File: config.mk
export PLATFORM = sky130hd
export DESIGN_NAME = alarm_movement
export DESIGN_NICKNAME = d
export VERILOG_FILES = /design/src/rtl/alarm_movement_pkg.sv /design/src/rtl/alarm_movement_rise_detect.sv /design/src/rtl/alarm_movement.sv
export SDC_FILE = /design/constraint.sdc
export NUM_CORES = 1
export LEC_CHECK = 0
export ABC_AREA = 1
export BUFFER_PORTS_ARGS = -buffer_cell sky130_fd_sc_hd__buf_2
export CAP_MARGIN = 20
export CORE_UTILIZATION = 40
export DETAILED_ROUTE_END_ITERATION = 6
export PLACE_DENSITY_LB_ADDON = 0.3
export SYNTH_ARGS = -nofsm -noshare
export SYNTH_HDL_FRONTEND = slang
export SYNTH_SLANG_ARGS = --single-unit
export TNS_END_PERCENT = 10
File: constraint.sdc
create_clock -name clk -period 1.5 [get_ports clk]
set_input_delay 0.3 -clock clk [delete_from_list [all_inputs] [get_ports clk]]
set_output_delay 0.3 -clock clk [all_outputs]
set_load 0.1 [all_outputs]
File: src/rtl/alarm_movement_pkg.sv
// Shared constants and move decoding for alarm_movement.
package alarm_movement_pkg;

  localparam int ALARM_DLY_DEF = 3;
  localparam int POS_W_DEF     = 3;
  localparam int CNT_W         = 4;

  typedef enum logic [1:0] {
    MOVE_NONE,
    MOVE_LEFT,
    MOVE_RIGHT
  } move_e;

  // Simultaneous left and right requests cancel out.
  function automatic move_e decode_move(input logic left, input logic right);
    if (left && !right) return MOVE_LEFT;
    if (right && !left) return MOVE_RIGHT;
    return MOVE_NONE;
  endfunction

endpackage

File: src/rtl/alarm_movement_rise_detect.sv
// Rising-edge detector; ignores a level already high on the first edge after reset.
module rise_detect (
  input  logic clk,
  input  logic reset,
  input  logic d,
  output logic pulse
);

  logic prev;
  logic armed;

  // NOTE: sequential state uses non-blocking assignments so every register
  // samples pre-edge values regardless of block ordering.
  always_ff @(posedge clk or negedge reset) begin
    if (!reset) begin
      prev  <= 1'b0;
      armed <= 1'b0;
    end else begin
      prev  <= d;
      armed <= 1'b1;
    end
  end

  // armed blocks the first post-reset edge, so only a 0->1 seen after release counts.
  assign pulse = armed & d & ~prev;

endmodule

File: src/rtl/alarm_movement.sv
// Debounced alarm counter plus left/right position tracker.
// Define ALARM_MOVEMENT_WRAP_EN to make the position wrap instead of saturate.
module alarm_movement
  import alarm_movement_pkg::*;
#(
  parameter int ALARM_DLY = ALARM_DLY_DEF,
  parameter int POS_W     = POS_W_DEF
) (
  input  logic             clk,
  input  logic             reset,
  input  logic             a,
  input  logic             l_in,
  input  logic             r_in,
  output logic             y,
  output logic [POS_W-1:0] state_out
);

  localparam logic [CNT_W-1:0] DLY     = CNT_W'(ALARM_DLY);
  localparam logic [POS_W-1:0] POS_MAX = {POS_W{1'b1}};
  localparam logic [POS_W-1:0] POS_RST = POS_W'(1) << (POS_W - 1);

  logic [CNT_W-1:0] cnt;
  logic [CNT_W-1:0] cnt_next;
  logic [POS_W-1:0] pos_next;
  logic             l_evt;
  logic             r_evt;
  move_e            move;

  // NOTE: every always_comb output gets a default first so no path infers a latch.
  always_comb begin
    cnt_next = '0;
    if (a) cnt_next = (cnt == DLY) ? cnt : cnt + 1'b1;
  end

  // y is registered from the next-count compare so it tracks cnt without lag.
  always_ff @(posedge clk or negedge reset) begin
    if (!reset) begin
      cnt <= '0;
      y   <= 1'b0;
    end else begin
      cnt <= cnt_next;
      y   <= (cnt_next == DLY);
    end
  end

  rise_detect u_left (
    .clk   (clk),
    .reset (reset),
    .d     (l_in),
    .pulse (l_evt)
  );

  rise_detect u_right (
    .clk   (clk),
    .reset (reset),
    .d     (r_in),
    .pulse (r_evt)
  );

  assign move = decode_move(l_evt, r_evt);

  always_comb begin
    pos_next = state_out;
    unique case (move)
      MOVE_LEFT: begin
`ifdef ALARM_MOVEMENT_WRAP_EN
        pos_next = state_out - 1'b1;
`else
        pos_next = (state_out == '0) ? state_out : state_out - 1'b1;
`endif
      end
      MOVE_RIGHT: begin
`ifdef ALARM_MOVEMENT_WRAP_EN
        pos_next = state_out + 1'b1;
`else
        pos_next = (state_out == POS_MAX) ? state_out : state_out + 1'b1;
`endif
      end
      default: pos_next = state_out;
    endcase
  end

  always_ff @(posedge clk or negedge reset) begin
    if (!reset) state_out <= POS_RST;
    else        state_out <= pos_next;
  end

endmodule

# == Word level (Yosys, flattened, before mapping) ==
# Index checks and enable logic that the tools add are counted.
# totals
word_cells,41
inputBits,5
register_bits,11
out_inout_bits,4
# classes
n_reduce_logical,7
eq_ne,7
muxes,12
n_bitwise,6
add_sub_neg,3
# op_table
op,n
$eq 4x2->1 const B,2
$mux 2,4
$mux 4,2
$mux 3,2
$pmux 3 s2,1
$add 4x1->4 const B,1
$and 1x1->1,4
$ne 2x2->1 const B,2
$add 3x1->3 const B,1
$eq 3x3->1 const B,1
$logic_not 3->1,1
$mux 1,3
$reduce_and 3->1,1
$sub 3x1->3 const B,1
$eq 2x1->1 const B,1
$eq 2x2->1 const B,1
$logic_and 1x1->1,2
$logic_not 1->1,2
$not 1->1,2
$reduce_bool 2->1,1

# == Logic depth before layout (Yosys ltp) ==
# Gate-level depths: netlist of run 1.
# logic_depth
depth_word,11
ltp_mapped,9
mapped_depth_nobuf,9

# == Cells and area by module ==
# From an unflattened synthesis of run 1, not the netlist that was laid out.
# hier_totals
hier_cells,70
area_unflattened_um2,579.3
# modules_own_cells
module,n_inst,cells_each,area_per_inst_um2
alarm_movement,1,60,451.7
rise_detect,2,5,63.8

# == Worst setup path before layout of run 1 ==
# Ideal clock, no wire load.
# synth_timing
path_type,register -> register
from,register state_out[1]
to,register state_out[1]
setup_time_ns,0.123
required_ns,1.377
slack_ns,-0.251
stages_incl_launch_ff,4
synth_period_minus_slack_ns,1.751
n_path_buf,0
t_arrival_ns,1.628
cell_sequence,dfrtp_1 fa_1 nand2_1 o21ai_1
# synth_via
elab_chain_len,3
word_cells_on_any_way,10
classes_between,add/sub (2); eq/ne (3); mux (3); reduce/logical (2)
# synth_rtl
item,line,text
start: declaration,alarm_movement.sv:15,output logic [POS_W-1:0] state_out
start signal: assignment,alarm_movement.sv:85,else state_out <= pos_next;
$add 3x1->3 / $sub 3x1->3 (equally long branches),"alarm_movement.sv:76, alarm_movement.sv:69",
"$mux 3, on equally long branches","alarm_movement.sv:76, alarm_movement.sv:69",
$pmux 3 s2 (*),alarm_movement.sv:64,unique case (move)
via pos_next[1],alarm_movement.sv:24,logic [POS_W-1:0] pos_next;
# The timed path passes the listed nets; every way through them passes the cells marked *. The select of a mux whose other input is x is not followed.
# A chain may end at the register's enable or synchronous reset.

# == Worst setup path after layout of run 1 ==
# layout_timing
from,register state_out[0]
to,output state_out[0]
# No word-level cell between the ends.

==> flow_summary.ini, run 1 <==
[outcome]
status = complete, no violations

[cts]
htreeDepth = 1
post_cts_buffers = 0
clockRootBuffer = clkbuf_4
cts-resized-gates = 0
clk-insertion-delay-late_ns = 0.26
cts_tree = done
cts_hold_buf = 1
clock_path_buffers = 2
cts.sinks = 11
numCtsBuffers = 3
clkTransAtPathRegs_ns = 0.07

[timing]
fmax_ghz = 0.703
finalMaxSlewViolations = 0
fin_skew_ns = 0.00399
setup_ws_ns = 0.0782
rsz0062_at_grt = false
final_hold_viol_count = 0
setup_viol = 0
finalCriticalPeriod_ns = 1.42
fin_setup_tns_ns = 0
finalCritPeriodShare = 0.948

[place]
place_congestion = 0.813
port_buffers = 8
dpl.cell_count = 92
dp_hpwl_um = 714
dp_slack_ns = 0.120
dpl_cell_area_um2 = 646

[critical_path]
arrival_ns = 1.12
critPathCaptureType = output port
crit_slowest_cell = buf_2
cp.required_ns = 1.20
critPathBufInv = 1
max_stage_delay_ns = 0.44
cp_top_family = buffers and inverters
cp_max_fo = 5
crit_chain = buf_2
critPathKind = reg2out
cp-start-kind = register

[synthesis]
seq_area_frac_synth = 0.486
synth_nets = 76
synthCells = 69
yosysUniqueCellTypes = 18
synth_area_um2 = 569
synth_area_leader_cell = dfrtp_1
synth_area_leaders = dfrtp_1, nand2_1, nand3_1
ys_warn_count = 0
avgSynthCellArea_um2 = 8.25
ys_ff_latch = 11
synth_top_cell_area_share = 0.440

[pwr]
swShare = 0.502
seqPwrFrac = 0.348
switching_power_mw = 0.654
p_leak_nw = 0.362
comb_power_share = 0.501
clock_power_share = 0.151
internal_power_mw = 0.649
power-per-cell-area_nw_per_um2 = 1910
peakVddDrop_mv = 0.850

[layout]
antenna-diode-count = 0
final_cell_mix = nand2_1, inv_1, nand3_1, dfrtp_1, buf_2
fillers = 125
final_cells = 97
final_net_count = 90
drive_above_1_share = 0.280
final_common_cell = nand2_1
syn2layout_area_growth_pct = 20.0
final_area_um2 = 683

[global_route]
grt_pass1_wl_um = 1510
grt_max_degree = 12
grtUsageTotal = 0.144
overflow = 0
grt_pass1_vias = 381
grt_antenna_before_repair = 0

[floorplanning]
die_area_um2 = 1580
rows = 13
pin_count = 9
initial_core_util = 0.432
fp.dieW_um = 39.7
fp.dieH_um = 39.7
core-area_um2 = 1320

[detailed_routing]
drcViolationCount = 0
routed_wirelength_um = 920
ant_nets = 0
num_vias = 443
vias_per_cell = 4.57
drt_iter0_markers = 6
drt-wirelength-per-cell_um = 9.48
first_pass_iters = 4

[job]
maxCapViolations = 0

[worst_hold_path]
worstHoldPathType = in2reg
==> metal layers <==
layer | part of all wire | vias to the layer above | GRT usage | wire length (um)
li1 | - | 239 | - | -
met4 | 0.0098 | 0 | 0.0259 | 9
met1 | 0.56 | 198 | 0.236 | 514
met3 | 0.026 | 2 | 0.0511 | 24
met2 | 0.40 | 4 | 0.176 | 372
met5 | 0 | - | 0 | 0
==> synthesized netlist by cell type (all sizes together) <==
cell type	number
inv	10
nor2	7
o21ai	1
nand4	2
dfrtp	10
a21oi	1
nand2	23
fa	1
ha	1
xor2	1
nand3	10
dfstp	1
conb	1
==> per-stage QoR <==
stage               hold WS (ns)  power (mW)  utilization
finish                     0.167        1.30        0.519
detailed placement         0.180        1.11        0.490
CTS                        0.166        1.31        0.519
floorplan                0.00441       0.964            -
global placement           0.178        1.10        0.490
global route               0.171        1.39        0.519
==> power by group through the flow <==
stage          sequential, mW  combinational [mW]  clock [mW]
2_1_floorplan           0.754               0.210           0
3_3_place_gp            0.455               0.649           0
3_5_place_dp            0.458               0.654           0
4_1_cts                 0.452               0.656       0.202
5_1_grt                 0.464               0.710       0.213
6_report                0.453               0.653       0.196
==> path summary, 6_finish.rpt <==
check / end / slack [ns] / cells past startpoint / startpoint
setup / recovery: state_out[0] / 0.08 / 1 / state_out[0]
hold / removal: u_right.prev / 0.17 / 1 / r_in
setup reg to reg: state_out[2] / 0.16 / 9 / u_right.armed
hold reg to reg: state_out[2] / 0.50 / 2 / state_out[2]
max in group asynchronous: state_out[2] / 0.80 / 2 / reset
min in group asynchronous: u_right.prev / 0.44 / 2 / reset
==> area by class of cell <==
class	count	area (um2)	share of cell area
Clock buffer	3	22.5	0.0330
Clock inverter	1	5.00	0.00733
Inverter	10	37.5	0.0549
Multi-Input combinational cell	48	255	0.374
Sequential cell	11	279	0.408
Tap cell	15	18.8	0.0275
Timing Repair Buffer	9	65.1	0.0952
==> logic make-up after synthesis <==
group,Yosys count,synth area share
simple gates,42,0.352
flops,11,0.486
buf+inv,10,0.0659
compound gates,2,0.0176
fa+ha+maj,2,0.0571
xor+xnor,1,0.0154
other cells,1,0.00659
==> state kept, by name, summed over array words and instances, names as in the netlist <==
signal / flops
u_right.prev: 1
state_out: 3
cnt: 4
u_left.prev: 1
y: 1
u_right.armed: 1
No activity file was read; power rests on OpenSTA's default activity.
==> inputs of run 2 (changes only) <==
--- a/config.mk
+++ b/config.mk
@@ -11,6 +11,7 @@
 export CORE_UTILIZATION = 40
 export DETAILED_ROUTE_END_ITERATION = 6
 export PLACE_DENSITY_LB_ADDON = 0.3
+export RECOVER_POWER = 100
 export SYNTH_ARGS = -nofsm -noshare
 export SYNTH_HDL_FRONTEND = slang
 export SYNTH_SLANG_ARGS = --single-unit
==> run 2 against run 1 <==
Against the previous run: sequential share of layout area grew 0.92 points; clock-buffer cell count unchanged; sequential power down 2%; via count up 4.7%; power down 2.8%; global-route usage did not move.
==> flow_summary.ini, run 2 (synthesis results as in run 1) <==
[outcome]
status = complete, no violations

[cts]
cts.sinks = 11
clockRootBuffer = clkbuf_4
clock_path_buffers = 2
cts-resized-gates = 0
clkTransAtPathRegs_ns = 0.07
htreeDepth = 1
clk-insertion-delay-late_ns = 0.26
numCtsBuffers = 3
cts_tree = done

[critical_path]
timing.rr.start = u_right.armed
startpoint = state_out[1]
r2r_slack_ns = 0.16
cp_max_fo = 4
crit_slowest_cell = clkbuf_2
critPathCaptureType = output port
cp_top_family = buffers and inverters
critPathKind = reg2out
max_stage_delay_ns = 0.47
critPathBufInv = 1
crit_chain = clkbuf_2
cp-start-kind = register
cp.required_ns = 1.20
arrival_ns = 1.14

[floorplanning]
fp.dieW_um = 39.7
core-area_um2 = 1320
rows = 13
fp.dieH_um = 39.7
die_area_um2 = 1580
initial_core_util = 0.432
pin_count = 9

[timing]
finalMaxSlewViolations = 0
fmax_ghz = 0.695
finalCriticalPeriod_ns = 1.44
fin_setup_tns_ns = 0
relSlewSlack = 0.612
final_hold_viol_count = 0
worst_pin_slew_ns = 0.581
setup_viol = 0
finalCritPeriodShare = 0.959
fin_skew_ns = 0.00401
rsz0062_at_grt = false

[pwr]
power-per-cell-area_nw_per_um2 = 1900
peakVddDrop_mv = 0.718
p_leak_nw = 0.350

[detailed_routing]
routed_wirelength_um = 928
drt_iter0_markers = 6
ant_nets = 0
drcViolationCount = 0
vias_per_cell = 4.78
first_pass_iters = 4
num_vias = 464
drt-wirelength-per-cell_um = 9.57

[layout]
final_common_cell = nand2_1
antenna-diode-count = 0
final_net_count = 90
final_cell_mix = nand2_1, inv_1, nand3_1, dfrtp_1, nor2_1
multi_input_area_um2 = 253
fillers = 126
drive_above_1_share = 0.220
largestRegisters = cnt: 4 flops, state_out: 3 flops
syn2layout_area_growth_pct = 17.4
regArea_um2 = 279
fin_util = 0.507
largest_reg_flops = 4
regMostFlops = cnt

[global_route]
grt_pass1_vias = 381
overflow = 0
grt_pass1_wl_um = 1510
grtUsageTotal = 0.144
grt_antenna_before_repair = 0
grt_max_degree = 12

[place]
port_buffers = 8
place_congestion = 0.813
dp_hpwl_um = 714

[worst_hold_path]
min_from = r_in
worstHoldPathType = in2reg

[job]
maxCapViolations = 0
## run 2: final timing paths
path / endpoint / cells past startpoint
setup / recovery: state_out[1] / 1
hold / removal: u_right.prev / 1
setup reg to reg: state_out[2] / 9
hold reg to reg: state_out[2] / 2
max in group asynchronous: state_out[0] / 2
min in group asynchronous: u_right.prev / 2
## run 2: metrics by stage
stage / hold WS (ns) / cell area (um2) / cells / total power, mW / setup slack, ns
6_report: 0.177 / 668 / 97 / 1.27 / 0.0621
5_1_grt: 0.186 / 668 / 97 / 1.35 / 0.00853
4_1_cts: 0.166 / 683 / 97 / 1.31 / 0.0719
3_5_place_dp: 0.180 / 646 / 92 / 1.11 / 0.120
3_3_place_gp: 0.178 / 646 / 92 / 1.10 / 0.132
2_1_floorplan: 0.00441 / 572 / 69 / 0.964 / 0.0562
## run 2: metal layers
layer / part of all wire / track usage
met5: 0 / 0
met4: 0.0097 / 0.0259
met3: 0.044 / 0.0511
met2: 0.41 / 0.176
met1: 0.54 / 0.236
## run 2: layout make-up
type / instances / share of cell area
inverter: 10 / 0.0562
timing repair buffer: 9 / 0.0787
tap: 15 / 0.0281
multi-input combinational: 48 / 0.378
sequential: 11 / 0.418
clock inverter: 1 / 0.00749
clock buffer: 3 / 0.0337
## run 2: repair_timing
| item | CTS | global route |
|---|---|---|
| hold endpoints to repair | 10 | 0 |
| hold buffers | 1 | 0 |
| buffers inserted | 0 | 0 |
## run 2: where the power goes
group | internal [mW] | total (mW) | switching, mW
sequential | 0.368 | 0.445 | 0.0770
combinational | 0.151 | 0.625 | 0.474
clock | 0.0983 | 0.197 | 0.0985
==> inputs of run 3 (changes only) <==
--- a/config.mk
+++ b/config.mk
@@ -6,10 +6,10 @@
 export NUM_CORES = 1
 export LEC_CHECK = 0
 export ABC_AREA = 1
-export BUFFER_PORTS_ARGS = -buffer_cell sky130_fd_sc_hd__buf_2
 export CAP_MARGIN = 20
 export CORE_UTILIZATION = 40
 export DETAILED_ROUTE_END_ITERATION = 6
+export DONT_BUFFER_PORTS = 1
 export PLACE_DENSITY_LB_ADDON = 0.3
 export RECOVER_POWER = 100
 export SYNTH_ARGS = -nofsm -noshare
==> run 3 against run 2 <==
Against the previous run: clock power about the same; cell area down 2.2%; first-iteration DRC count down 17%; register-to-register slack worse by 0.02 ns; wire length down 3.8%.
==> flow_summary.ini, run 3 (synthesis results as in run 1) <==
[critical_path]
crit_slowest_cell = dfstp_1
crit_chain = buf_4
critPathKind = reg2out
arrival_ns = 1.12
critPathBufInv = 1
r2r_slack_ns = 0.14
timing.rr.start = u_right.armed
cp_top_family = flip-flops
cp_max_fo = 3
cp-start-kind = register
r2r-end = state_out[2]
critical_path_depth = 1
ff2ff_path_depth = 9
cp.required_ns = 1.20
critPathCaptureType = output port
max_stage_delay_ns = 0.54

[place]
port_buffers = 0
dp_hpwl_um = 703
place_congestion = 0.838

[layout]
regMostFlops = cnt
antenna-diode-count = 0
drive_above_1_share = 0.218
largestRegisters = cnt: 4 flops, state_out: 3 flops
final_common_cell = nand2_1
largest_reg_flops = 4
final_net_count = 86
final_cell_mix = nand2_1, inv_1, nand3_1, dfrtp_1, nor2_1
fin_util = 0.496
syn2layout_area_growth_pct = 14.7

[pwr]
power-per-cell-area_nw_per_um2 = 1930
p_leak_nw = 0.342
peakVddDrop_mv = 1.03

[detailed_routing]
drt-wirelength-per-cell_um = 9.60
first_pass_iters = 4
routed_wirelength_um = 893
ant_nets = 0
vias_per_cell = 4.78
num_vias = 445
drt_iter0_markers = 5
drcViolationCount = 0

[cts]
clkTransAtPathRegs_ns = 0.07
cts_tree = done
numCtsBuffers = 3
clockRootBuffer = clkbuf_4
post_cts_buffers = 0
htreeDepth = 1
clk-insertion-delay-late_ns = 0.26
cts.sinks = 11
clock_path_buffers = 2

[floorplanning]
pin_count = 9
fp.dieW_um = 39.7
rows = 13
die_area_um2 = 1580
core-area_um2 = 1320
initial_core_util = 0.432
fp.dieH_um = 39.7

[timing]
final_hold_viol_count = 0
fin_setup_tns_ns = 0
fin_skew_ns = 0.000351
rsz0062_at_grt = false
fmax_ghz = 0.707
finalCriticalPeriod_ns = 1.42
relSlewSlack = 0.643
finalMaxSlewViolations = 0
finalCritPeriodShare = 0.943
worst_pin_slew_ns = 0.537
setup_viol = 0

[global_route]
grt_pass1_vias = 404
grt_max_degree = 12
grt_antenna_before_repair = 0
grt_pass1_wl_um = 1490
overflow = 0
grtUsageTotal = 0.145

[job]
maxCapViolations = 0

[worst_hold_path]
worstHoldPathType = in2reg
holdPathEnd = u_right.prev
hold_depth = 0
min_from = r_in

[outcome]
status = complete, no violations
## run 3: final cells by class
| cell class | instances | area (um2) |
|---|---|---|
| clock buffers | 3 | 22.5 |
| flip-flops and latches | 11 | 279 |
| fillers | 116 | 664 |
| repair buffers | 5 | 37.5 |
| clock inverters | 1 | 5.00 |
| inverters | 10 | 37.5 |
| well taps | 15 | 18.8 |
| multi-input cells | 48 | 253 |
## run 3: worst max path at each step
stage	startpoint	endpoint	slack (ns)
after global routing	u_right.armed	state_out[2]	0.03
after floorplan	state_out[2]	state_out[2]	0.06
after global placement	u_right.armed	state_out[2]	0.18
after detailed placement	u_right.armed	state_out[2]	0.16
after CTS	state_out[2]	state_out[2]	0.09
final	state_out[2]	state_out[2]	0.08
## run 3: where the power goes
part / internal (mW) / switching, mW / leakage [nW]
Clock: 0.0985 / 0.0980 / 0.0177
Combinational: 0.154 / 0.476 / 0.190
Sequential: 0.367 / 0.0680 / 0.134
Total: 0.620 / 0.642 / 0.342
## run 3: stage by stage
step | hold slack, ns | worst slack (ns) | area, um2 | total power [mW] | cells
final | 0.0593 | 0.0849 | 653 | 1.26 | 93
after global routing | 0.0467 | 0.0287 | 653 | 1.34 | 93
after CTS | 0.0513 | 0.0904 | 658 | 1.29 | 93
after detailed placement | 0.00463 | 0.160 | 621 | 1.08 | 88
after global placement | 0.00460 | 0.176 | 621 | 1.07 | 88
after floorplan | 0.00441 | 0.0562 | 572 | 0.964 | 69
## run 3: layer usage
layer / global-route usage / routed length, um
met3: 0.0170 / 24
met5: 0 / 0
met4: 0.103 / 29
met1: 0.203 / 449
met2: 0.205 / 389
## run 3: what timing repair did
item,4_1_cts,5_1_grt
resized for setup,0,0
hold buffers,1,0
endpoints found under the hold margin,11,0
